## config.mk

```make
export PLATFORM = sky130hd
export DESIGN_NAME = cpu_ctrl_fsm
export DESIGN_NICKNAME = d
export VERILOG_FILES = /design/src/rtl/cpu_ctrl_pkg.sv /design/src/rtl/cpu_ctrl_fsm_cond_eval.sv /design/src/rtl/cpu_ctrl_fsm.sv
export SDC_FILE = /design/constraint.sdc
export NUM_CORES = 1
export LEC_CHECK = 0
export ABC_CLOCK_PERIOD_IN_PS = 4910
export CAP_MARGIN = 20
export CORE_MARGIN = 2
export CORE_UTILIZATION = 55
export CTS_CLUSTER_DIAMETER = 50
export DETAILED_ROUTE_END_ITERATION = 10
export GPL_TIMING_DRIVEN = 0
export PLACE_DENSITY_LB_ADDON = 0.12
export SYNTH_ARGS = -nofsm -noshare
export SYNTH_HDL_FRONTEND = slang
export SYNTH_SLANG_ARGS = --single-unit
```

## constraint.sdc

```tcl
create_clock -name Clk -period 4.91 [get_ports Clk]
set_clock_uncertainty 0.1 [all_clocks]
set_input_delay 0.982 -clock Clk [delete_from_list [all_inputs] [get_ports Clk]]
set_output_delay 0.982 -clock Clk [all_outputs]
set_load 0.01 [all_outputs]
```

## src/rtl/cpu_ctrl_pkg.sv

```systemverilog
// Shared types and constants for the CR16-style multi-cycle control unit.
package cpu_ctrl_pkg;

    typedef enum logic [3:0] {
        S_FETCH, S_DECODE, S_EXEC_R, S_EXEC_I, S_MEM_LD, S_LD_WB,
        S_MEM_ST, S_SCOND, S_BRANCH, S_NEXT, S_TRAP
    } state_t;

    typedef enum logic [3:0] {
        C_R, C_I, C_NOP, C_LOAD, C_STOR, C_SCOND, C_JCOND, C_BCOND, C_ILL
    } iclass_t;

    localparam logic [3:0] ALU_ADD = 4'd0;
    localparam logic [3:0] ALU_SUB = 4'd1;
    localparam logic [3:0] ALU_CMP = 4'd2;
    localparam logic [3:0] ALU_AND = 4'd3;
    localparam logic [3:0] ALU_OR  = 4'd4;
    localparam logic [3:0] ALU_XOR = 4'd5;
    localparam logic [3:0] ALU_LSH = 4'd7;
    localparam logic [3:0] ALU_MUL = 4'd10;

    localparam logic [3:0] CC_EQ = 4'h0, CC_NE = 4'h1, CC_CS = 4'h2, CC_CC = 4'h3;
    localparam logic [3:0] CC_HI = 4'h4, CC_LS = 4'h5, CC_GT = 4'h6, CC_LE = 4'h7;
    localparam logic [3:0] CC_FS = 4'h8, CC_FC = 4'h9, CC_LO = 4'hA, CC_HS = 4'hB;
    localparam logic [3:0] CC_LT = 4'hC, CC_GE = 4'hD, CC_UC = 4'hE, CC_NV = 4'hF;

    localparam int FLAG_C = 0;
    localparam int FLAG_L = 1;
    localparam int FLAG_F = 2;
    localparam int FLAG_Z = 3;
    localparam int FLAG_N = 4;

    // Fixed-width control outputs, registered as one word.
    typedef struct packed {
        logic       pc_en;
        logic       reg_en;
        logic       ram_en;
        logic       mem_req;
        logic       imm_sel;
        logic       sgn;
        logic       ram_addr_sel;
        logic [1:0] load_in_sel;
        logic [1:0] pc_state;
        logic [3:0] alu_op;
    } ctrl_t;

    // Opcodes/extensions shared by the R-type ext field and the I-type op field.
    function automatic logic is_alu_code(input logic [3:0] x);
        logic r;
        case (x)
            4'b0101, 4'b0110, 4'b0111, 4'b1110, 4'b1001,
            4'b1010, 4'b1011, 4'b0001, 4'b0010, 4'b0011: r = 1'b1;
            default:                                    r = 1'b0;
        endcase
        return r;
    endfunction

    function automatic logic [3:0] alu_map(input logic [3:0] x);
        logic [3:0] r;
        case (x)
            4'b0101, 4'b0110, 4'b0111: r = ALU_ADD;
            4'b1110:                   r = ALU_MUL;
            4'b1001, 4'b1010:          r = ALU_SUB;
            4'b1011:                   r = ALU_CMP;
            4'b0001:                   r = ALU_AND;
            4'b0010:                   r = ALU_OR;
            4'b0011:                   r = ALU_XOR;
            4'b1000:                   r = ALU_LSH;
            default:                   r = ALU_ADD;
        endcase
        return r;
    endfunction

    function automatic iclass_t classify(input logic [15:0] ir);
        iclass_t    c;
        logic [3:0] op;
        logic [3:0] ext;
        op  = ir[15:12];
        ext = ir[7:4];
        c   = C_ILL;
        if (op == 4'b0000) begin
            if (ext == 4'b0000)      c = C_NOP;
            else if (is_alu_code(ext)) c = C_R;
        end else if (is_alu_code(op) || op == 4'b1000) begin
            c = C_I;
        end else if (op == 4'b0100) begin
            case (ext)
                4'b0000: c = C_LOAD;
                4'b0100: c = C_STOR;
                4'b1101: c = C_SCOND;
                4'b1100: c = C_JCOND;
                default: c = C_ILL;
            endcase
        end else if (op == 4'b1100) begin
            c = C_BCOND;
        end
        return c;
    endfunction

endpackage

```

## src/rtl/cpu_ctrl_fsm_cond_eval.sv

```systemverilog
// Branch/Scond condition evaluation against the saved flag register.
module cond_eval
    import cpu_ctrl_pkg::*;
#(
    parameter int FLAG_W = 5
) (
    input  logic [3:0]        cond,
    input  logic [FLAG_W-1:0] flags,
    output logic              taken
);
    logic c, l, f, z, n;

    assign c = flags[FLAG_C];
    assign l = flags[FLAG_L];
    assign f = flags[FLAG_F];
    assign z = flags[FLAG_Z];
    assign n = flags[FLAG_N];

    // Map the 4-bit condition code onto a flag expression.
    always_comb begin
        taken = 1'b0;
        case (cond)
            CC_EQ: taken = z;
            CC_NE: taken = ~z;
            CC_CS: taken = c;
            CC_CC: taken = ~c;
            CC_HI: taken = l;
            CC_LS: taken = ~l;
            CC_GT: taken = n;
            CC_LE: taken = ~n;
            CC_FS: taken = f;
            CC_FC: taken = ~f;
            CC_LO: taken = ~(l | z);
            CC_HS: taken = l | z;
            CC_LT: taken = ~(n | z);
            CC_GE: taken = n | z;
            CC_UC: taken = 1'b1;
            CC_NV: taken = 1'b0;
            default: taken = 1'b0;
        endcase
    end
endmodule

```

## src/rtl/cpu_ctrl_fsm.sv

```systemverilog
// Multi-cycle control sequencer: fetch/decode, ALU, memory handshake with
// timeout, branches and a sticky trap. Outputs are registered from the
// next state so they are valid from the edge that enters each state.
module cpu_ctrl_fsm
    import cpu_ctrl_pkg::*;
#(
    parameter int REG_ADDR_W = 4,
    parameter int IMM_W      = 8,
    parameter int FLAG_W     = 5,
    parameter int TIMEOUT_W  = 4
) (
    input  logic                  Clk,
    input  logic                  Rst_n,
    input  logic [15:0]           Instr,
    input  logic [FLAG_W-1:0]     ALUFlags,
    input  logic                  Stall,
    input  logic                  MemReady,
    output logic                  PCEn,
    output logic                  RegEn,
    output logic                  RAMEn,
    output logic                  MemReq,
    output logic                  ImmSel,
    output logic                  Signed,
    output logic                  RamAddrSelect,
    output logic [1:0]            LoadInSelect,
    output logic [1:0]            PCState,
    output logic [3:0]            ALUOpCode,
    output logic [REG_ADDR_W-1:0] RdestRegLoc,
    output logic [REG_ADDR_W-1:0] RsrcRegLoc,
    output logic [IMM_W-1:0]      Imm,
    output logic                  Trap
);
    state_t                state_q, state_d;
    logic [15:0]           ir_q, ir_d;
    logic [FLAG_W-1:0]     flags_q, flags_d;
    logic [TIMEOUT_W-1:0]  cnt_q, cnt_d, cnt_inc;
    ctrl_t                 ctrl_q, ctrl_d;
    logic [REG_ADDR_W-1:0] rdest_q, rdest_d, rsrc_q, rsrc_d;
    logic [IMM_W-1:0]      imm_q, imm_d;
    logic                  trap_q, trap_d;
    iclass_t               cls_n;
    logic [3:0]            cond_n;
    logic                  taken;

    // Output decode is done on the next IR, so evaluate its condition here.
    assign cls_n  = classify(ir_d);
    assign cond_n = (cls_n == C_SCOND) ? ir_d[3:0] : ir_d[11:8];

    cond_eval #(.FLAG_W(FLAG_W)) u_cond (
        .cond  (cond_n),
        .flags (flags_q),
        .taken (taken)
    );

    // State, IR, saved flags, wait counter and registered outputs.
    always_ff @(posedge Clk or negedge Rst_n) begin
        if (!Rst_n) begin
            state_q <= S_FETCH;
            ir_q    <= '0;
            flags_q <= '0;
            cnt_q   <= '0;
            ctrl_q  <= '0;
            rdest_q <= '0;
            rsrc_q  <= '0;
            imm_q   <= '0;
            trap_q  <= 1'b0;
        end else begin
            state_q <= state_d;
            ir_q    <= ir_d;
            flags_q <= flags_d;
            cnt_q   <= cnt_d;
            ctrl_q  <= ctrl_d;
            rdest_q <= rdest_d;
            rsrc_q  <= rsrc_d;
            imm_q   <= imm_d;
            trap_q  <= trap_d;
        end
    end

    // Next-state, IR capture, flag capture and memory wait counter.
    always_comb begin
        state_d = state_q;
        ir_d    = ir_q;
        flags_d = flags_q;
        cnt_d   = cnt_q;
        cnt_inc = cnt_q + 1'b1;
        case (state_q)
            S_FETCH: if (!Stall) begin
                ir_d    = Instr;
                state_d = S_DECODE;
            end
            S_DECODE: begin
                cnt_d = '0;
                case (classify(ir_q))
                    C_R:              state_d = S_EXEC_R;
                    C_I:              state_d = S_EXEC_I;
                    C_LOAD:           state_d = S_MEM_LD;
                    C_STOR:           state_d = S_MEM_ST;
                    C_SCOND:          state_d = S_SCOND;
                    C_BCOND, C_JCOND: state_d = S_BRANCH;
                    C_NOP:            state_d = S_NEXT;
                    default:          state_d = S_TRAP;
                endcase
            end
            S_EXEC_R, S_EXEC_I: begin
                flags_d = ALUFlags;
                state_d = S_NEXT;
            end
            // A ready response in the final wait cycle beats the timeout.
            S_MEM_LD, S_MEM_ST: begin
                if (MemReady)             state_d = (state_q == S_MEM_LD) ? S_LD_WB : S_NEXT;
                else if (cnt_inc == '1)   state_d = S_TRAP;
                else                      cnt_d   = cnt_inc;
            end
            S_LD_WB, S_SCOND:   state_d = S_NEXT;
            S_BRANCH, S_NEXT:   state_d = S_FETCH;
            S_TRAP:             state_d = S_TRAP;
            default:            state_d = S_FETCH;
        endcase
    end

    // Moore output decode of the state being entered.
    always_comb begin
        ctrl_d  = '0;
        rdest_d = '0;
        rsrc_d  = '0;
        imm_d   = '0;
        trap_d  = 1'b0;
        case (state_d)
            S_DECODE: begin
                rdest_d = REG_ADDR_W'(ir_d[11:8]);
                rsrc_d  = REG_ADDR_W'(ir_d[3:0]);
            end
            S_EXEC_R: begin
                rdest_d       = REG_ADDR_W'(ir_d[11:8]);
                rsrc_d        = REG_ADDR_W'(ir_d[3:0]);
                ctrl_d.alu_op = alu_map(ir_d[7:4]);
                ctrl_d.reg_en = (alu_map(ir_d[7:4]) != ALU_CMP);
            end
            S_EXEC_I: begin
                rdest_d        = REG_ADDR_W'(ir_d[11:8]);
                rsrc_d         = REG_ADDR_W'(ir_d[3:0]);
                ctrl_d.alu_op  = alu_map(ir_d[15:12]);
                ctrl_d.reg_en  = (alu_map(ir_d[15:12]) != ALU_CMP);
                ctrl_d.imm_sel = 1'b1;
                ctrl_d.sgn     = (ir_d[15:12] != 4'b0110);
                imm_d          = IMM_W'(ir_d[7:0]);
            end
            S_MEM_LD, S_LD_WB: begin
                rdest_d             = REG_ADDR_W'(ir_d[11:8]);
                rsrc_d              = REG_ADDR_W'(ir_d[3:0]);
                ctrl_d.mem_req      = (state_d == S_MEM_LD);
                ctrl_d.reg_en       = (state_d == S_LD_WB);
                ctrl_d.ram_addr_sel = 1'b1;
                ctrl_d.load_in_sel  = 2'b01;
            end
            S_MEM_ST: begin
                rdest_d             = REG_ADDR_W'(ir_d[11:8]);
                rsrc_d              = REG_ADDR_W'(ir_d[3:0]);
                ctrl_d.mem_req      = 1'b1;
                ctrl_d.ram_en       = 1'b1;
                ctrl_d.ram_addr_sel = 1'b1;
            end
            S_SCOND: begin
                rdest_d            = REG_ADDR_W'(ir_d[11:8]);
                ctrl_d.reg_en      = 1'b1;
                ctrl_d.load_in_sel = 2'b10;
                imm_d              = IMM_W'(taken);
            end
            S_BRANCH: begin
                ctrl_d.pc_en = 1'b1;
                if (cls_n == C_BCOND) begin
                    ctrl_d.pc_state = taken ? 2'b01 : 2'b00;
                    ctrl_d.sgn      = 1'b1;
                    imm_d           = IMM_W'(ir_d[7:0]);
                end else begin
                    ctrl_d.pc_state = taken ? 2'b10 : 2'b00;
                    rsrc_d          = REG_ADDR_W'(ir_d[3:0]);
                end
            end
            S_NEXT:  ctrl_d.pc_en = 1'b1;
            S_TRAP:  trap_d = 1'b1;
            default: ;
        endcase
    end

    assign PCEn          = ctrl_q.pc_en;
    assign RegEn         = ctrl_q.reg_en;
    assign RAMEn         = ctrl_q.ram_en;
    assign MemReq        = ctrl_q.mem_req;
    assign ImmSel        = ctrl_q.imm_sel;
    assign Signed        = ctrl_q.sgn;
    assign RamAddrSelect = ctrl_q.ram_addr_sel;
    assign LoadInSelect  = ctrl_q.load_in_sel;
    assign PCState       = ctrl_q.pc_state;
    assign ALUOpCode     = ctrl_q.alu_op;
    assign RdestRegLoc   = rdest_q;
    assign RsrcRegLoc    = rsrc_q;
    assign Imm           = imm_q;
    assign Trap          = trap_q;
endmodule

```

* Word-level counts from Yosys, hierarchy flattened
Memories as Yosys holds them, arrays and structs flattened.
Index checks and enable logic that the tools add are counted.
Widths: inputs -> output; s select.
** Storage, ports and cells
- Bits in registers :: 61
- Bits in read-only memories :: 352
- Bits of input ports :: 25
- Logic and storage cells :: 166
- Memories kept :: 9
** Operators by class
- $add $sub $neg :: 1
- Equal/unequal tests :: 53
- Multiplexer cells :: 58
- Bitwise operators :: 9
- Reduce and logical (&&, ||, !) cells :: 18
** Memory list
- (no name shown) :: depth 16, width 4, read ports 1, clocked after Yosys merged registers in 0, wr ports 0, RTL line cpu_ctrl_pkg.sv:60 : case (x)
- (no name shown) :: depth 16, width 4, read ports 1, clocked after Yosys merged registers in 0, wr ports 0, RTL line cpu_ctrl_pkg.sv:60
- (no name shown) :: depth 16, width 4, read ports 1, clocked after Yosys merged registers in 0, wr ports 0, RTL line cpu_ctrl_pkg.sv:60
- (no name shown) :: depth 16, width 4, read ports 1, clocked after Yosys merged registers in 0, wr ports 0, RTL line cpu_ctrl_pkg.sv:60
- (no name shown) :: depth 8, width 4, read ports 1, clocked after Yosys merged registers in 0, wr ports 0, RTL line cpu_ctrl_fsm.sv:94 : case (classify(ir_q))
- (no name shown) :: depth 16, width 1, read ports 1, clocked after Yosys merged registers in 0, wr ports 0, RTL line cpu_ctrl_pkg.sv:50 : case (x)
- +3 memories
** Operators with widths (number)
- $mux 4 :: 25
- $eq 4x4->1 const B :: 21
- $eq 4x3->1 const B :: 18
- $mux 16 :: 2
- $pmux 4 s4 :: 2
- $eq 4x2->1 const B :: 6
- $logic_not 4->1 :: 6
- $pmux 4 s2 :: 3
- $pmux 8 s3 :: 1
- $pmux 4 s5 :: 1
- $pmux 1 s16 :: 1
- $mux 1 :: 15
- $eq 4x1->1 const B :: 3
- $mux 8 :: 1
- $ne 4x2->1 const B :: 2
- $reduce_or 2->1 :: 4
- $not 1->1 :: 7
- $reduce_or 7->1 :: 1
- $mux 2 :: 3
- $reduce_or 6->1 :: 1
- $add 4x1->4 const B :: 1
- $ne 2x2->1 const B :: 2
- $ne 4x3->1 const B :: 1
- $pmux 1 s2 :: 2
- 8 further kinds :: 10

* Longest topological paths before layout
- Word-level depth :: 15
- Gate-level depth with buffers :: 16
- Gate-level depth less buffers :: 13

* Cells and area by module
From an unflattened synthesis, not the netlist that was laid out.
** Second synthesis, totals
- Cell total of the unflattened synthesis :: 340
- Area total of the unflattened synthesis :: 3468.3 um^2
** By module, submodules not included
- cpu_ctrl_fsm :: instances 1, cells an instance 332, area an instance 3395.8 um^2, seq. area each 1526.5 um^2
- cond_eval :: instances 1, cells an instance 8, area an instance 72.6 um^2, seq. area each 0.0 um^2

* Least setup slack after synthesis
OpenSTA, ideal clock, no wires.
- Path type :: input port to flip-flop
- From :: input port Stall
- To :: register imm_q[0] (netlist: Imm[0])
- Data arrival time :: 3.686 ns
- Path slack :: 0.986 ns
- Stages :: 13
- Cell sequence :: or2_2 > buf_4 > nor2_8 > buf_6 > mux2i_1 > ha_1 > a21oi_1 > mux2i_2 > nor3_1 > nor4_2 > o32ai_2 > nor4b_4 > o22ai_1
** On the way
- Word-level cells in the longest chain between the ends :: 13
** Ends and longest elaborated chain
- start, declared :: RTL line cpu_ctrl_fsm.sv:16 : input logic Stall,
- $mux 16 :: RTL line cpu_ctrl_fsm.sv:88 : S_FETCH: if (!Stall) begin
- $mux 16 :: RTL line cpu_ctrl_fsm.sv:87 : case (state_q)
- $mem_v2 16x1
- $mux 1 :: RTL line cpu_ctrl_pkg.sv:82 : if (ext == 4'b0000) c = C_NOP;
- $mux 1 :: RTL line cpu_ctrl_pkg.sv:81 : if (op == 4'b0000) begin
- $mux 4 :: RTL line cpu_ctrl_pkg.sv:83 : else if (is_alu_code(ext)) c = C_R;
- $mux 4 :: RTL line cpu_ctrl_pkg.sv:82
- $mux 4 :: RTL line cpu_ctrl_pkg.sv:81
- $eq 4x3->1 :: RTL line cpu_ctrl_fsm.sv:47 : assign cond_n = (cls_n == C_SCOND) ? ir_d[3:0] : ir_d[11:8];
- $mux 4 :: RTL line cpu_ctrl_fsm.sv:47
- $eq 4x4->1, or another cell as far along :: RTL line cpu_ctrl_fsm_cond_eval.sv:22 : case (cond)
- $pmux 1 s16 :: RTL line cpu_ctrl_fsm_cond_eval.sv:22
- $pmux 8 s3 * :: RTL line cpu_ctrl_fsm.sv:129 : case (state_d)
- via imm_d[0] :: RTL line cpu_ctrl_fsm.sv:39 : logic [IMM_W-1:0] imm_q, imm_d;
- end signal, assigned :: RTL line cpu_ctrl_fsm.sv:75 : imm_q <= imm_d;
- end, declared :: RTL line cpu_ctrl_fsm.sv:39
Mark *: on every way through the listed nets, which the timed path passes. The rest lies on a longest branch. The select of a mux whose other input is x is not followed.
A chain may end at the register's enable or synchronous reset.

* Worst setup path after layout
Same ends and word-level chain as after synthesis.

==> metrics.md <==
| Metric | Value |
|---|---|
| Core area | `6681 um^2` |
| Arrival time worst endpoint | `4.65 ns` |
| P&R area growth vs syn | `22.41%` |
| Diodes inserted | `0` |
| Number of enable flip-flop cells after synthesis | `0` |
| Crit path required time | `4.99 ns` |
| Asr flop ratio synth | `100.0%` |
| Minimum clock period | `4.570 ns` |
| 1st-iter DRT viols | `255` |
| GR Util All Layers | `26.30%` |
| Max-slew headroom | `48.04%` |
| IO buf count | `56` |
| Worst-path clk slew | `0.06 ns` |
| CTS Hold Bufs | `0` |
| FF+latch count, synth | `61` |
| Multi-input gate area | `2038 um^2` |
| Initial Util | `56.14%` |
| Largest net degree at the start of global routing | `36` |
| FMAX | `0.2188 GHz` |
| Sink Count | `61` |
| Synthesized net count | `422` |
| Max_cap viols | `0` |
| Post-route cell area | `4592 um^2` |
| Die area | `7497 um^2` |
| Drt pass-1 iters | `6` |
| Filler Cell Count | `547` |
| Die X | `86.59 um` |
| Most common cell after layout, fill and taps aside | `dfrtp_1` |
| Area contributors post-synth | `dfrtp_1, mux2i_1, ha_1, nor2_1, inv_1` |
| Most frequent cells in the layout | `dfrtp_1, clkdlybuf4s50_1, nor2_1, inv_1, nand2_1` |
| CP startpoint kind | `input pin` |
| Post-DP HPWL | `6.808 mm` |
| Critical Path Fanout Max | `10` |
| Peak supply drop | `0.3811 mV` |
| Post-CTS resize count | `0` |
| Bufs on Longest Clock Path | `2` |
| Post-synthesis sequential area ratio | `40.69%` |
| Seq pwr share | `27.3%` |
| Wirelength per Cell | `17.05 um` |
| Routability cong. | `0.8754` |
| Dpl cell area | `4427 um^2` |
| RSZ-0062 raised after global routing | `false` |
| DRC Markers | `0` |
| WL final | `9.141 mm` |
| Worst slew pin tran | `0.7794 ns` |
| Post-CTS Setup Bufs | `0` |
| Hold WC Path Type | `reg -> reg` |
| Vias after detailed routing | `3,235` |
| Clock Tree Root | `clkbuf_8` |
| Internal power | `1.598 mW` |
| Routed Antenna Nets | `0` |
| Met3 Track Usage GR | `4.667%` |
| Net load switching power | `1.405 mW` |
| LEAKAGE | `2.034 nW` |
| Clock share of power | `12.7%` |
| Die height | `86.59 um` |
| Synth top area share | `40.69%` |
| Final Hold Fails | `0` |
| Overflow after GRT | `0` |
| Status | `finished clean` |
| Cell taking the most area after synthesis | `dfrtp_1` |
| Pwr dens | `653.9 nW/um^2` |
| Post-synth cell types | `79` |
| TritonCTS Buffers | `9` |
| Grt peak-use layer | `met2` |
| Sum Neg Setup Slack | `0 ns` |
| Sequential cell area | `1526 um^2` |
| Met2 usage | `40.49%` |
| Avg Cell Area, Syn | `9.768 um^2` |
| Critical path type | `in -> reg` |
| Setup violators final | `0` |
| Layout cells sized above 1 | `14.69%` |
| CTS tree | `yes` |
| Synth Cell Area | `3751 um^2` |
| Vias per cell | `6.035` |
| Vias in the first global route | `3,151` |
| I/O Pins | `57` |
| Fin crit share | `93.07%` |
| Crit. End Element | `flip-flop` |
| Post-layout nets | `490` |
| Mapped Cells | `384` |
| Met1 GRT Util | `37.06%` |
| Combinational Power Share | `59.9%` |
| Global-route wire length before repair | `15.32 mm` |
| # rows | `30` |
| Yosys warning count | `0` |
| Sw frac | `46.79%` |
| Clock latency on the worst-skew pair | `0.33 ns` |
| Fin. max-slew vios | `0` |
| Initial antenna violation count | `0` |
| # H-tree levels | `3` |
| Synth Flop Type | `dfrtp_1` |
## routing by layer
metal  up-vias  part of all wire, %
met2       141                   45
met5         -                    0
met1      1545                   47
met4         0                  2.2
met3        19                  5.9
li1       1530                    -
## logic make-up (layout without fill, tap and decap cells)
kind of cell	count (synthesis)	count (layout)	synth area share [%]
buf+inv	40	112	4.970
fa+ha+maj	13	13	4.336
flops	61	61	40.69
mux	28	28	8.005
xor+xnor	3	3	0.7006
compound gates	92	92	18.61
simple gates	147	147	22.68
## through the flow
step | std cells | setup slack [ns] | util (%) | hold slack [ns] | power [mW]
3_5_place_dp | 521 | -0.0009193 | 66.25 | 0.4027 | 2.585
3_3_place_gp | 520 | 0.06435 | 66.03 | 0.4024 | 2.546
6_report | 536 | 0.3404 | 68.73 | 0.4142 | 3.003
5_1_grt | 536 | 0.05824 | 68.73 | 0.4321 | 3.227
2_1_floorplan | 384 | 0.9860 | - | 0.3812 | 2.060
4_1_cts | 536 | 0.3519 | 68.73 | 0.4135 | 2.985
## cells in the mapped netlist, drive strengths merged (2+ instances only)
| master | instances |
|---|---|
| nand3b | 3 |
| or2 | 4 |
| a311oi | 2 |
| a211oi | 6 |
| a31oi | 5 |
| a21o | 2 |
| ha | 13 |
| nand3 | 11 |
| mux2i | 18 |
| a21oi | 18 |
| and4 | 2 |
| buf | 9 |
| and2 | 6 |
| nor3 | 15 |
| o21ai | 22 |
| nor2b | 3 |
| o211ai | 5 |
| o22ai | 3 |
| nor3b | 6 |
| nand4 | 2 |
| mux2 | 10 |
| xnor2 | 2 |
| a21boi | 2 |
| o32ai | 4 |
| nor2 | 38 |
| nand2 | 26 |
| o2111ai | 2 |
| inv | 29 |
| a21bo | 2 |
| nor4 | 8 |
| a32oi | 2 |
| and3 | 6 |
| nand2b | 7 |
| or3 | 4 |
| clkbuf | 2 |
| o21a | 2 |
| dfrtp | 61 |
## power by group through the flow
stage	clock, mW	sequential, mW	combinational [mW]
detailed placement	0	0.827	1.76
floorplan	0	0.827	1.23
global placement	0	0.819	1.73
CTS	0.390	0.818	1.78
finish	0.382	0.821	1.80
global route	0.413	0.842	1.97
## critical path: stages
cell             delay (ns)
clkdlybuf4s50_1        0.43
or2_2                  0.28
buf_4                  0.18
nor2_8                 0.18
buf_6                  0.19
mux2i_1                0.42
ha_1                   0.31
a21oi_1                0.15
mux2i_2                0.39
nor3_1                 0.15
nor4_2                 0.30
o32ai_2                0.15
nor4b_4                0.35
o22ai_1                0.17
## area by class of cell
cell class	instances	area share (%)
buffer	11	1.689
clock buffer	10	2.997
clock inverter	5	0.5995
inverter	29	2.371
multi-input combinational	283	44.39
sequential	61	33.24
tap	80	2.180
timing repair buffer	57	12.53
## final timing paths
path	cells after the start	startpoint	end	slack (ns)
worst min-delay path	1	flags_q[2]	flags_q[2]	0.41
min in group asynchronous	1	Rst_n	Imm[6]	0.54
worst max-delay path	14	Stall	Imm[0]	0.34
worst max register to register	13	state_q[1]	Imm[0]	0.87
max in group asynchronous	2	Rst_n	LoadInSelect[1]	3.57
worst min register to register	1	flags_q[2]	flags_q[2]	0.41
## registers in the layout (all words and copies together), names as in the netlist
name           count
Imm                8
MemReq             1
LoadInSelect       2
RsrcRegLoc         4
state_q            4
PCState            2
PCEn               1
RdestRegLoc        4
Trap               1
ALUOpCode          4
ir_q              16
RegEn              1
ImmSel             1
RAMEn              1
RamAddrSelect      1
Signed             1
flags_q            5
cnt_q              4
No activity file was read; power rests on OpenSTA's default activity.
